**src/rtl/pipe_hazard_ctrl_pkg.sv**
```systemverilog
// Shared encodings for the pipeline hazard controller:
// PC source selects, jump kinds and sequencer states.
package pipe_pkg;

   localparam logic [2:0] PC_SRC_SEQ = 3'b000;
   localparam logic [2:0] PC_SRC_BR  = 3'b001;
   localparam logic [2:0] PC_SRC_J   = 3'b010;
   localparam logic [2:0] PC_SRC_JR  = 3'b011;
   localparam logic [2:0] PC_SRC_IRQ = 3'b100;
   localparam logic [2:0] PC_SRC_EXC = 3'b101;

   localparam logic [1:0] JUMP_NONE = 2'b00;
   localparam logic [1:0] JUMP_J    = 2'b01;
   localparam logic [1:0] JUMP_JR   = 2'b10;

   typedef enum logic [1:0] {
      ST_RUN,
      ST_MEMWAIT,
      ST_LDUSE
   } state_t;

   function automatic logic lduse_hit(
      input logic       memread,
      input logic [4:0] ex_rt,
      input logic [4:0] rs,
      input logic [4:0] rt,
      input logic       uses_rt
   );
      return memread && (ex_rt != 5'd0) &&
             ((ex_rt == rs) || (uses_rt && (ex_rt == rt)));
   endfunction

endpackage

```
**src/rtl/pipe_hazard_ctrl_if.sv**
```systemverilog
// Hazard inputs from ID/EX/MEM and the control
// outputs driven back into the pipeline registers.
interface pipe_hazard_ctrl_if #(
   parameter int CNT_W = 16
);

   logic [4:0]       id_rs;
   logic [4:0]       id_rt;
   logic             id_uses_rt;
   logic             ex_memread;
   logic [4:0]       ex_rt;
   logic             ex_branch_taken;
   logic [1:0]       id_jump;
   logic             undef_instr;
   logic             irq_req;
   logic             kernel_mode;
   logic             mem_busy;

   logic             pc_write;
   logic [2:0]       pc_src;
   logic             ifid_write;
   logic             ifid_flush;
   logic             idex_flush;
   logic             epc_save;
   logic [CNT_W-1:0] stall_cycles;
   logic [CNT_W-1:0] flush_events;

   modport master (
      output id_rs, id_rt, id_uses_rt,
      output ex_memread, ex_rt,
      output ex_branch_taken, id_jump,
      output undef_instr, irq_req,
      output kernel_mode, mem_busy,
      input  pc_write, pc_src,
      input  ifid_write, ifid_flush,
      input  idex_flush, epc_save,
      input  stall_cycles, flush_events
   );

   modport slave (
      input  id_rs, id_rt, id_uses_rt,
      input  ex_memread, ex_rt,
      input  ex_branch_taken, id_jump,
      input  undef_instr, irq_req,
      input  kernel_mode, mem_busy,
      output pc_write, pc_src,
      output ifid_write, ifid_flush,
      output idex_flush, epc_save,
      output stall_cycles, flush_events
   );

endinterface

```
**src/rtl/pipe_hazard_ctrl_sat_counter.sv**
```systemverilog
// Saturating up-counter: sticks at all-ones,
// never wraps back to zero.
module sat_counter #(
   parameter int W = 16
) (
   input  logic         clk,
   input  logic         reset,
   input  logic         inc,
   input  logic         clear,
   output logic [W-1:0] count
);

   // count up until all-ones, then hold
   always_ff @(posedge clk or posedge reset) begin
      if (reset)
         count <= '0;
      else if (clear)
         count <= '0;
      else if (inc && (count != '1))
         count <= count + 1'b1;
   end

endmodule

```
**src/rtl/pipe_hazard_ctrl.sv**
```systemverilog
// Stall/flush sequencer for the 5-stage pipe:
// one fixed-priority action per cycle.
module pipe_hazard_ctrl
   import pipe_pkg::*;
#(
   parameter int LDUSE_BUBBLES = 1,
   parameter int CNT_W         = 16
) (
   input logic         clk,
   input logic         reset,
   pipe_hazard_ctrl_if.slave bus
);

   localparam logic [1:0] BUB_LOAD =
      2'(LDUSE_BUBBLES - 1);

   state_t     state_q, state_d;
   logic [1:0] cnt_q, cnt_d;
   logic       irq_q, irq_d;
   logic       take_irq;
   logic       hazard;
   logic       bubble;
   logic       jmp_any;

   logic       pc_write;
   logic [2:0] pc_src;
   logic       ifid_write;
   logic       ifid_flush;
   logic       idex_flush;
   logic       epc_save;

   logic [CNT_W-1:0] stall_cnt;
   logic [CNT_W-1:0] flush_cnt;

   assign hazard = lduse_hit(bus.ex_memread, bus.ex_rt,
                             bus.id_rs, bus.id_rt,
                             bus.id_uses_rt);

   // a bubble is still owed after LDUSE or a freeze inside it
   assign bubble  = (state_q != ST_RUN) && (cnt_q != 2'd0);
   assign jmp_any = bus.id_jump != JUMP_NONE;

   // state, bubble counter and interrupt latch
   always_ff @(posedge clk or posedge reset) begin
      if (reset) begin
         state_q <= ST_RUN;
         cnt_q   <= 2'd0;
         irq_q   <= 1'b0;
      end else begin
         state_q <= state_d;
         cnt_q   <= cnt_d;
         irq_q   <= irq_d;
      end
   end

   // priority resolver: next state and control outputs
   always_comb begin
      state_d    = ST_RUN;
      cnt_d      = cnt_q;
      take_irq   = 1'b0;
      pc_write   = 1'b0;
      pc_src     = PC_SRC_SEQ;
      ifid_write = 1'b0;
      ifid_flush = 1'b0;
      idex_flush = 1'b0;
      epc_save   = 1'b0;
      priority case (1'b1)
         bus.mem_busy: begin
            state_d = ST_MEMWAIT;
         end
         bubble: begin
            idex_flush = 1'b1;
            cnt_d      = cnt_q - 2'd1;
            state_d    = (cnt_q == 2'd1) ? ST_RUN : ST_LDUSE;
         end
         bus.undef_instr: begin
            pc_write   = 1'b1;
            pc_src     = PC_SRC_EXC;
            ifid_write = 1'b1;
            ifid_flush = 1'b1;
            idex_flush = 1'b1;
            epc_save   = 1'b1;
         end
         bus.ex_branch_taken: begin
            pc_write   = 1'b1;
            pc_src     = PC_SRC_BR;
            ifid_write = 1'b1;
            ifid_flush = 1'b1;
            idex_flush = 1'b1;
         end
         irq_q: begin
            take_irq   = 1'b1;
            pc_write   = 1'b1;
            pc_src     = PC_SRC_IRQ;
            ifid_write = 1'b1;
            ifid_flush = 1'b1;
            idex_flush = 1'b1;
            epc_save   = 1'b1;
         end
         hazard: begin
            idex_flush = 1'b1;
            cnt_d      = BUB_LOAD;
            state_d    = (BUB_LOAD != 2'd0) ? ST_LDUSE : ST_RUN;
         end
         (jmp_any && (bus.id_jump == JUMP_JR)): begin
            pc_write   = 1'b1;
            pc_src     = PC_SRC_JR;
            ifid_write = 1'b1;
            ifid_flush = 1'b1;
         end
         (jmp_any && (bus.id_jump == JUMP_J)): begin
            pc_write   = 1'b1;
            pc_src     = PC_SRC_J;
            ifid_write = 1'b1;
            ifid_flush = 1'b1;
         end
         default: begin
            pc_write   = 1'b1;
            ifid_write = 1'b1;
         end
      endcase
      if (reset) begin
         pc_write   = 1'b0;
         pc_src     = PC_SRC_SEQ;
         ifid_write = 1'b0;
         ifid_flush = 1'b1;
         idex_flush = 1'b1;
         epc_save   = 1'b0;
      end
   end

   // a new request re-latches even in the cycle one is taken
   assign irq_d = (bus.irq_req && !bus.kernel_mode) ||
                  (irq_q && !take_irq);

   sat_counter #(.W(CNT_W)) u_stall_cnt (
      .clk   (clk),
      .reset (reset),
      .inc   (!ifid_write),
      .clear (1'b0),
      .count (stall_cnt)
   );

   sat_counter #(.W(CNT_W)) u_flush_cnt (
      .clk   (clk),
      .reset (reset),
      .inc   (ifid_flush),
      .clear (1'b0),
      .count (flush_cnt)
   );

   assign bus.pc_write     = pc_write;
   assign bus.pc_src       = pc_src;
   assign bus.ifid_write   = ifid_write;
   assign bus.ifid_flush   = ifid_flush;
   assign bus.idex_flush   = idex_flush;
   assign bus.epc_save     = epc_save;
   assign bus.stall_cycles = stall_cnt;
   assign bus.flush_events = flush_cnt;

endmodule

```
**src/flat_wrapper.sv**
```systemverilog
// flat-port wrapper written by rule: the top's interface ports become plain ports
module pipe_hazard_ctrl_flat import pipe_pkg::*;
#(
   parameter int LDUSE_BUBBLES = 1,
   parameter int CNT_W         = 16
)
  (clk, reset, bus_id_rs, bus_id_rt, bus_id_uses_rt, bus_ex_memread, bus_ex_rt, bus_ex_branch_taken, bus_id_jump, bus_undef_instr, bus_irq_req, bus_kernel_mode, bus_mem_busy, bus_pc_write, bus_pc_src, bus_ifid_write, bus_ifid_flush, bus_idex_flush, bus_epc_save, bus_stall_cycles, bus_flush_events);
  pipe_hazard_ctrl_if #(.CNT_W(CNT_W)) bus_i ();
  input logic clk;
  input logic reset;
  input wire logic [$bits(bus_i.id_rs)-1:0] bus_id_rs;
  input wire logic [$bits(bus_i.id_rt)-1:0] bus_id_rt;
  input wire logic [$bits(bus_i.id_uses_rt)-1:0] bus_id_uses_rt;
  input wire logic [$bits(bus_i.ex_memread)-1:0] bus_ex_memread;
  input wire logic [$bits(bus_i.ex_rt)-1:0] bus_ex_rt;
  input wire logic [$bits(bus_i.ex_branch_taken)-1:0] bus_ex_branch_taken;
  input wire logic [$bits(bus_i.id_jump)-1:0] bus_id_jump;
  input wire logic [$bits(bus_i.undef_instr)-1:0] bus_undef_instr;
  input wire logic [$bits(bus_i.irq_req)-1:0] bus_irq_req;
  input wire logic [$bits(bus_i.kernel_mode)-1:0] bus_kernel_mode;
  input wire logic [$bits(bus_i.mem_busy)-1:0] bus_mem_busy;
  output wire logic [$bits(bus_i.pc_write)-1:0] bus_pc_write;
  output wire logic [$bits(bus_i.pc_src)-1:0] bus_pc_src;
  output wire logic [$bits(bus_i.ifid_write)-1:0] bus_ifid_write;
  output wire logic [$bits(bus_i.ifid_flush)-1:0] bus_ifid_flush;
  output wire logic [$bits(bus_i.idex_flush)-1:0] bus_idex_flush;
  output wire logic [$bits(bus_i.epc_save)-1:0] bus_epc_save;
  output wire logic [$bits(bus_i.stall_cycles)-1:0] bus_stall_cycles;
  output wire logic [$bits(bus_i.flush_events)-1:0] bus_flush_events;
  assign bus_i.id_rs = bus_id_rs;
  assign bus_i.id_rt = bus_id_rt;
  assign bus_i.id_uses_rt = bus_id_uses_rt;
  assign bus_i.ex_memread = bus_ex_memread;
  assign bus_i.ex_rt = bus_ex_rt;
  assign bus_i.ex_branch_taken = bus_ex_branch_taken;
  assign bus_i.id_jump = bus_id_jump;
  assign bus_i.undef_instr = bus_undef_instr;
  assign bus_i.irq_req = bus_irq_req;
  assign bus_i.kernel_mode = bus_kernel_mode;
  assign bus_i.mem_busy = bus_mem_busy;
  assign bus_pc_write = bus_i.pc_write;
  assign bus_pc_src = bus_i.pc_src;
  assign bus_ifid_write = bus_i.ifid_write;
  assign bus_ifid_flush = bus_i.ifid_flush;
  assign bus_idex_flush = bus_i.idex_flush;
  assign bus_epc_save = bus_i.epc_save;
  assign bus_stall_cycles = bus_i.stall_cycles;
  assign bus_flush_events = bus_i.flush_events;
  pipe_hazard_ctrl #(.LDUSE_BUBBLES(LDUSE_BUBBLES), .CNT_W(CNT_W)) u_core (.clk(clk), .reset(reset), .bus(bus_i));
endmodule
```
**config.mk**
```make
export PLATFORM = sky130hd
export DESIGN_NAME = pipe_hazard_ctrl_flat
export DESIGN_NICKNAME = d
export VERILOG_FILES = /design/src/rtl/pipe_hazard_ctrl_pkg.sv /design/src/rtl/pipe_hazard_ctrl_if.sv /design/src/rtl/pipe_hazard_ctrl_sat_counter.sv /design/src/rtl/pipe_hazard_ctrl.sv /design/src/flat_wrapper.sv
export SDC_FILE = /design/constraint.sdc
export NUM_CORES = 1
export LEC_CHECK = 0
export BUFFER_PORTS_ARGS = -buffer_cell sky130_fd_sc_hd__buf_2
export CORE_MARGIN = 5
export CORE_UTILIZATION = 50
export CTS_CLUSTER_SIZE = 12
export DETAILED_ROUTE_END_ITERATION = 16
export PLACE_DENSITY = 0.84
export SLEW_MARGIN = 20
export SYNTH_ARGS = -nofsm -noshare
export SYNTH_HDL_FRONTEND = slang
export SYNTH_SLANG_ARGS = --single-unit
```
**constraint.sdc**
```tcl
create_clock -name clk -period 3.82 [get_ports clk]
set_clock_uncertainty 0.05 [all_clocks]
set_input_delay 0.764 -clock clk [delete_from_list [all_inputs] [get_ports clk]]
set_output_delay 0.764 -clock clk [all_outputs]
set_load 0.01 [all_outputs]
```
Word-level counts from Yosys, hierarchy flattened
Index checks and enable logic that the tools add are counted.

word-level totals
  output and inout port bits = 40
  register bits = 37
  logic and storage cells = 89
  bits of input ports = 26

operators by class
  $add $sub $neg = 3
  equality and inequality tests = 10
  reductions and logical operators = 21
  bitwise operators = 1
  multiplexer cells = 49

operators by type and width
  operator                                                                  count
  16-bit by 1-bit adder with 16-bit output (second input constant)          2
  1-bit 2-to-1 mux                                                          32
  16-bit inequality test (second input constant)                            2
  3-bit 2-to-1 mux                                                          7
  2-bit 2-to-1 mux                                                          10
  5-bit equality test                                                       2
  1-bit logical AND                                                         10
  2-bit nonzero test                                                        4
  5-bit AND reduction                                                       1
  5-bit nonzero test                                                        1
  2-bit by 1-bit equality test with 1-bit output (second input constant)    2
  2-bit by 1-bit inequality test with 1-bit output (second input constant)  2
  1-bit zero test                                                           3
  2-bit equality test (second input constant)                               1
  1-bit logical OR                                                          2
  2-bit inequality test (second input constant)                             1
  2-bit by 1-bit subtractor with 2-bit output (second input constant)       1
  1-bit NOT                                                                 1

Depth between registers and ports, before layout
Gate-level depths: netlist (run 1).

  depth after elaboration = 13
  gate-level depth with buffers = 9
  depth with buffers taken out = 8

Cells and area by module
A second synthesis (run 1) with hierarchy kept.

unflattened totals
  cell total of the unflattened synthesis = 267
  area, all modules = 2419.8 um^2

by module, submodules not included
  module            cells each  area each (um^2)  seq. area each (um^2)  times used
  sat_counter       101         932.1             400.4                  2
  pipe_hazard_ctrl  65          555.5             125.1                  1

Least setup slack after synthesis (run 1)
OpenSTA, ideal clock, no wires.

  kind = input to output
  from = input reset
  to = output bus_ifid_flush
  buffers on the path = 1
  slack = 0.688 ns
  cell stages on the path = 5
  required time = 3.006 ns
  data arrival time = 2.318 ns
  cell sequence = inv_1 o21ai_0 nand2_1 a41oi_4 buf_8

on the way
  cells in the longest elaborated chain, start to end = 1

RTL lines
  element             line                     source
  start: declaration  flat_wrapper.sv:10       input logic reset;
  1-bit 2-to-1 mux    pipe_hazard_ctrl.sv:122  if (reset) begin
  end: declaration    flat_wrapper.sv:25       output wire logic [$bits(bus_i.ifid_flush)-1:0] bus_ifid_flush;

No other way between the ends.

Worst setup path after layout (run 1)
  from = input bus_ex_rt[3]
  to = output bus_pc_src[0]

on the way
  cells in the longest elaborated chain, start to end = 11
  elaborated cells between the ends (all ways) = 14
  those cells by class = eq/ne (2); mux (7); reduce/logical (5)

RTL lines
  element                             line                        source
  start: declaration                  flat_wrapper.sv:15          input wire logic [$bits(bus_i.ex_rt)-1:0] bus_ex_rt;
  5-bit equality test                 pipe_hazard_ctrl_pkg.sv:30  ((ex_rt == rs) || (uses_rt && (ex_rt == rt)));
  1-bit logical AND                   pipe_hazard_ctrl_pkg.sv:30
  1-bit logical OR                    pipe_hazard_ctrl_pkg.sv:30
  1-bit logical AND (*)               pipe_hazard_ctrl_pkg.sv:29  return memread && (ex_rt != 5'd0) &&
  3-bit 2-to-1 mux (*) (6 in series)  pipe_hazard_ctrl.sv:67      priority case (1'b1)
  3-bit 2-to-1 mux (*)                pipe_hazard_ctrl.sv:122
  end: declaration                    flat_wrapper.sv:23          output wire logic [$bits(bus_i.pc_src)-1:0] bus_pc_src;

Every way passes the cells marked *; elsewhere a longest branch is shown, timed or not.

==> results by group, run 1 <==
Critical path
  • CP Capture Type: output pin
  • Worst-case reg-to-reg path depth: 6
  • Crit path arrival time: 2.23 ns
  • Crit path depth: 8
  • Largest delay contributor family on the critical path: compound AO/OA/AOI/OAI gates
  • Crit-path max FO: 6
  • Startpoint Class: input pin
  • Worst path bufs/invs: 2
  • Setup slack, reg-to-reg: 1.43 ns
  • Max stage delay cell, worst path: o22ai_2
  • CP Class: input pin to output pin
  • Most frequent CP cell: buf_2
  • WP data required: 3.01 ns
  • CP cell instances: buf_2 > xnor2_1 > nand4_1 > o22ai_2 > nand2_1 > a311oi_1 > nor2_1 > buf_2
  • Reg2reg start: u_core.u_stall_cnt.count[0]$_DFFE_PP0P_
  • Capture point of the worst reg-to-reg path: u_core.u_stall_cnt.count[1]$_DFFE_PP0P_
  • Max incr delay on CP: 0.33 ns

Final layout
  • Antenna Cells: 0
  • Area Growth Syn to Fin: 20.92%
  • Non-filler cells, final: 332
  • Cell area after layout: 2604 um^2
  • Fillers: 341
  • Proportion of layout cells with a drive suffix above 1: 0.3404
  • Multi-input gate area: 1147 um^2
  • Sequential Area: 925.9 um^2
  • Fin nets: 312

STA
  • Crit path time final: 3.048 ns
  • Fmax: 0.3281 GHz
  • Final setup fails: 0
  • Setup_tns: 0 ns
  • Worst setup margin: 0.7719 ns
  • Max-slew violations: 0
  • Relative slew slack: 0.4955
  • Final Hold Viols: 0
  • Worst-Margin Slew: 0.7510 ns
  • Final hold slack: 0.3742 ns
  • Fin crit share: 0.7979
  • RSZ-0062 raised after global routing: no

Global route
  • Global-route usage over all layers: 0.1754
  • First-pass GRT wire length: 7.672 mm
  • Largest net degree at the start of global routing: 35
  • GRT overflow: 0
  • Vias in the first global route: 1710
  • Initial antenna violation count: 0

Pwr
  • Psw: 499.4 uW
  • Clock Power Share: 0.192
  • Power share of the combinational group: 0.339
  • P_leak: 0.001209 uW
  • Sequential share of power: 0.470
  • VDD IR-drop max: 0.3534 mV
  • Sw Share: 0.3696
  • Pwr Density: 518.8 nW/um^2
  • Int Pwr: 851.6 uW

Routing
  • Vias: 1790
  • Total wire length: 4.670 mm
  • Initial DRC count: 82
  • Drt first pass iters: 4
  • Routed len/inst: 14.07 um
  • ANT nets after route: 0
  • Drt via density: 5.392
  • Post-route DRC: 0

Synthesis
  • Synth async-reset ratio: 1.000
  • Mapped Nets: 242
  • Synth top area share: 0.4300
  • Syn Inst Count: 211
  • EDFF count, synth: 0
  • Syn_area_per_cell: 10.21 um^2
  • Largest area contributor in the netlist: dfrtp_1
  • Register area share after synthesis: 0.4300
  • Area of the mapped netlist: 2153 um^2
  • Total number of yosys warnings: 0
  • Register bit total from synthesis: 37
  • Yosys cell types: 41
  • Primary FF master, synth: dfrtp_1
  • Largest cells by area after synthesis: dfrtp_1 (43%), xnor2_1 (11%), xor2_1 (3.7%), nand2_1 (3.5%), nand3_2 (3.3%)

Clock network
  • CTS tree: built
  • CTS Buf Count: 5
  • Clock-pin transition on the worst setup and hold timing paths: 0.07 ns
  • Worst-Skew Late Latency: 0.28 ns
  • CTS Hold Bufs: 0
  • CTS max path bufs: 2
  • Post-CTS setup buffer count: 0
  • Clock sink count: 37
  • CTS resizes: 0
  • Max H-tree Level: 2
  • Root buf cell: clkbuf_8

Die
  • Initial Util: 0.5269
  • Ports: 66
  • Die area: 5719 um^2
  • Die Y: 75.63 um
  • Rows: 23
  • Core ar.: 4086 um^2
  • Chip width: 75.63 um

Placement
  • PortBufs: 65
  • GPL Wtd Cong: 0.7958
  • HPWL after DPL: 3.613 mm
  • Post-Place Cell Area: 2521 um^2
  • Post-place setup slack: 0.7652 ns
  • Cells after DPL: 324

Run status
  • Status: finished, final reports clean

Run
  • Max-cap violations: 0

Worst hold path
  • Hold crit path type: input pin to async pin
sequential cells by signal, summed over array words and instances, names as in the netlist:
register                  count
u_core.u_flush_cnt.count     16
u_core.u_stall_cnt.count     16
u_core.cnt_q                  2
u_core.state_q                2
u_core.irq_q                  1
cells in the final DEF, fill, tap and decap left out, drive strengths merged, types with 2 or more instances in the layout:
cell type | synthesis | final
buf | 4 | 67
dfrtp | 37 | 37
inv | 12 | 12
a31oi | 3 | 3
nand2 | 21 | 21
nor3 | 8 | 8
nand2b | 3 | 3
ha | 5 | 5
a21oi | 2 | 2
nand3 | 16 | 16
nand4 | 10 | 10
and3 | 7 | 7
nor2 | 15 | 15
clkbuf | 0 | 6
xor2 | 9 | 9
mux2 | 5 | 5
xnor2 | 28 | 28
clkinv | 0 | 2
nor4 | 3 | 3
o21ai | 9 | 9
or3 | 2 | 2
a311oi | 2 | 2
power groups by stage:
| stage | logic (uW) | clock network [uW] | registers, uW |
|---|---|---|---|
| floorplan | 247 | 0 | 669 |
| global placement | 450 | 0 | 635 |
| detailed placement | 467 | 0 | 640 |
| CTS | 467 | 270 | 634 |
| global route | 510 | 291 | 655 |
| finish | 457 | 259 | 635 |
through the flow:
| step | utilization | power [uW] |
|---|---|---|
| 2_1_floorplan | - | 915.8 |
| 3_3_place_gp | 0.6170 | 1085 |
| 3_5_place_dp | 0.6170 | 1107 |
| 4_1_cts | 0.6372 | 1371 |
| 5_1_grt | 0.6372 | 1457 |
| 6_report | 0.6372 | 1351 |
cells in the mapped netlist, types with 2 or more instances:
library cell   n
nand3_1        9
and3_1         7
a311oi_1       2
nand4_1        8
mux2_4         2
nand2b_1       3
nand3_2        7
nand2_1       20
or3_1          2
dfrtp_1       37
nor2_1        15
a31oi_1        3
xnor2_1       27
xor2_1         9
ha_1           5
nor4_1         2
nor3_1         8
mux2_2         2
o21ai_0        9
inv_1         12
buf_4          2
routing by layer:
metal,global-route usage,wire [um],up-vias
met5,0,0,-
met3,0.05145,426,8
met1,0.2158,1987,841
met2,0.3001,2197,65
met4,0.04854,59,0
li1,-,-,876
worst max-delay path by stage:
| stage | to | from |
|---|---|---|
| after floorplan | bus_ifid_flush | reset |
| after global placement | bus_pc_src[1] | bus_ex_rt[0] |
| after global routing | bus_pc_src[0] | bus_ex_rt[3] |
| after detailed placement | bus_pc_src[0] | bus_ex_rt[1] |
| final | bus_pc_src[0] | bus_ex_rt[3] |
| after CTS | bus_pc_src[0] | bus_ex_rt[3] |
kinds of logic (layout without fill, tap and decap cells):
group / count (synthesis) / in the layout / share of synthesized area
AOI/OAI and AO/OA: 22 / 22 / 0.08193
and+or+nand+nor: 89 / 89 / 0.2382
DFF: 37 / 37 / 0.4300
adders and majority gates: 5 / 5 / 0.02905
buffers and inverters: 16 / 87 / 0.03718
muxes: 5 / 5 / 0.02963
xor gates and xnor gates: 37 / 37 / 0.1540
final cells by class:
type / count / area share
clock inverter: 2 / 0.003844
tap: 50 / 0.02403
timing repair buffer: 67 / 0.1307
multi-input combinational: 158 / 0.4407
sequential: 37 / 0.3556
inverter: 12 / 0.01730
clock buffer: 6 / 0.02787
Power figures use the tool's default switching activity.
==> run 2, diff against run 1 <==
Settings changed: CORE_UTILIZATION 50 to 46, PLACE_DENSITY 0.84 to 0.82.
Clock period 3.82 ns to 2.8 ns, I/O delays scaled along.
==> results by group, run 2 (same netlist as run 1, synthesis figures left out) <==
Global route
  • Grt met1 use: 0.1920
  • GRT overflow: 0
  • Busiest grt layer: met2
  • Global-route usage over all layers: 0.1689
  • Vias in the first global route: 1857
  • Met3 global-route usage: 0.05263
  • First-pass GRT wire length: 8.362 mm
  • Largest net degree at the start of global routing: 38
  • Met2 GRT Util: 0.2962
  • Initial antenna violation count: 0

Routing
  • ANT nets after route: 0
  • Drt first pass iters: 4
  • Drt via density: 5.408
  • Total wire length: 4.877 mm
  • Routed len/inst: 14.43 um
  • Vias: 1828
  • Post-route DRC: 0
  • Initial DRC count: 49

Pwr
  • Sw Share: 0.3503
  • Power share of the combinational group: 0.322
  • Int Pwr: 1285 uW
  • Pwr Density: 740.7 nW/um^2
  • Psw: 692.7 uW
  • P_leak: 0.001243 uW
  • Sequential share of power: 0.441
  • VDD IR-drop max: 0.5255 mV
  • Clock Power Share: 0.237

Placement
  • Post-place setup slack: 0.2455 ns
  • PortBufs: 65
  • Cells after DPL: 330
  • HPWL after DPL: 3.833 mm
  • GPL Wtd Cong: 0.8235

Die
  • Ports: 66
  • Die Y: 78.42 um
  • Initial Util: 0.4845
  • Rows: 24
  • Core ar.: 4444 um^2
  • Die area: 6150 um^2
  • Chip width: 78.42 um

Final layout
  • Non-filler cells, final: 338
  • Fin nets: 316
  • Antenna Cells: 0
  • Top flop regs: u_core.u_flush_cnt.count (16), u_core.u_stall_cnt.count (16)
  • Proportion of layout cells with a drive suffix above 1: 0.3497
  • Commonest cells after routing, fill and taps aside: buf_2 (65), dfrtp_1 (37), xnor2_1 (27)
  • Fillers: 393
  • Most common library cell in the layout ignoring fill and taps: buf_2
  • Area Growth Syn to Fin: 24.00%

Run
  • Max-cap violations: 0

Critical path
  • CP Class: flop to output pin
  • WP data required: 2.19 ns
  • Startpoint Class: flop
  • CP Capture Type: output pin
  • Crit-path max FO: 7
  • Reg2reg start: u_core.u_stall_cnt.count[0]$_DFFE_PP0P_
  • CP Capture Point: bus_ifid_write
  • Crit path arrival time: 1.97 ns
  • Worst-case reg-to-reg path depth: 8
  • Crit. Startpoint: u_core.cnt_q[0]$_DFFE_PP0P_
  • Setup slack, reg-to-reg: 0.53 ns
  • Capture point of the worst reg-to-reg path: u_core.u_stall_cnt.count[6]$_DFFE_PP0P_

Clock network
  • CTS tree: built
  • Worst-Skew Late Latency: 0.28 ns
  • Post-CTS setup buffer count: 0
  • CTS resizes: 0
  • Max H-tree Level: 2
  • CTS Hold Bufs: 0
  • CTS max path bufs: 2
  • Root buf cell: clkbuf_8
  • Clock sink count: 37
  • CTS Buf Count: 5
  • Clock-pin transition on the worst setup and hold timing paths: 0.07 ns

STA
  • Final setup fails: 0
  • Crit path time final: 2.584 ns
  • Relative slew slack: 0.6062
  • Setup_tns: 0 ns
  • Worst setup margin: 0.2159 ns
  • Worst-Margin Slew: 0.5862 ns
  • Max-slew violations: 0
  • Fmax: 0.3870 GHz
  • Fin crit share: 0.9229
  • Final Hold Viols: 0
  • RSZ-0062 raised after global routing: no

Worst hold path
  • Min-Delay Path Depth: 2
  • Hold crit path type: input pin to flop

Run status
  • Status: finished, final reports clean
-- run 2: changes by cell type in the layout (fill, tap and decap cells not counted), sizes merged --
cell and change:
buf +4, clkinv -2, bufinv +1, clkbuf +1
-- run 2: layer usage --
metal | up-vias | part of all wire
met5 | - | 0
met4 | 0 | 0.016
met3 | 8 | 0.068
met2 | 62 | 0.48
met1 | 875 | 0.44
li1 | 883 | -
-- run 2: through the flow --
step,utilization,hold WS [ns],total power [uW],cell area (um^2)
3_5_place_dp,0.5746,0.4462,1527,2554
3_3_place_gp,0.5746,0.4268,1490,2554
4_1_cts,0.6008,0.3892,2005,2670
6_report,0.6008,0.3960,1978,2670
5_1_grt,0.6008,0.3842,2113,2670
2_1_floorplan,-,0.4220,1249,2153
-- run 2: power by group through the flow --
stage          clock (uW)  sequential [uW]  combinational, uW
3_5_place_dp            0              878                649
2_1_floorplan           0              913                337
6_report              468              873                636
3_3_place_gp            0              868                621
4_1_cts               485              871                649
5_1_grt               512              899                702
-- run 2: worst max-delay path, stage by stage, from the launching register on --
cell     delay [ns]
dfrtp_1        0.41
inv_1          0.07
ha_1           0.15
o21ba_2        0.20
or3_1          0.40
a31oi_1        0.28
buf_2          0.19
-- run 2: how the worst min path moves through the flow --
stage                                                     endpoint  slack, ns                                     start
after floorplan                        u_core.cnt_q[1]$_DFFE_PP0P_       0.42               u_core.cnt_q[1]$_DFFE_PP0P_
after global placement    u_core.u_flush_cnt.count[14]$_DFFE_PP0P_       0.43  u_core.u_flush_cnt.count[14]$_DFFE_PP0P_
after detailed placement  u_core.u_flush_cnt.count[14]$_DFFE_PP0P_       0.45  u_core.u_flush_cnt.count[14]$_DFFE_PP0P_
after CTS                                   u_core.irq_q$_DFF_PP0_       0.39                           bus_kernel_mode
after global routing                        u_core.irq_q$_DFF_PP0_       0.38                           bus_kernel_mode
final                                       u_core.irq_q$_DFF_PP0_       0.40                           bus_kernel_mode
-- run 2: cell type report --
type,instances,area [um^2],area share
clock buffers,7,86.33,0.03233
clock inverters,1,30.03,0.01125
inverters,12,45.04,0.01687
multi-input cells,158,1147,0.4297
flip-flops and latches,37,925.9,0.3468
well taps,52,65.06,0.02437
repair buffers,71,370.4,0.1387
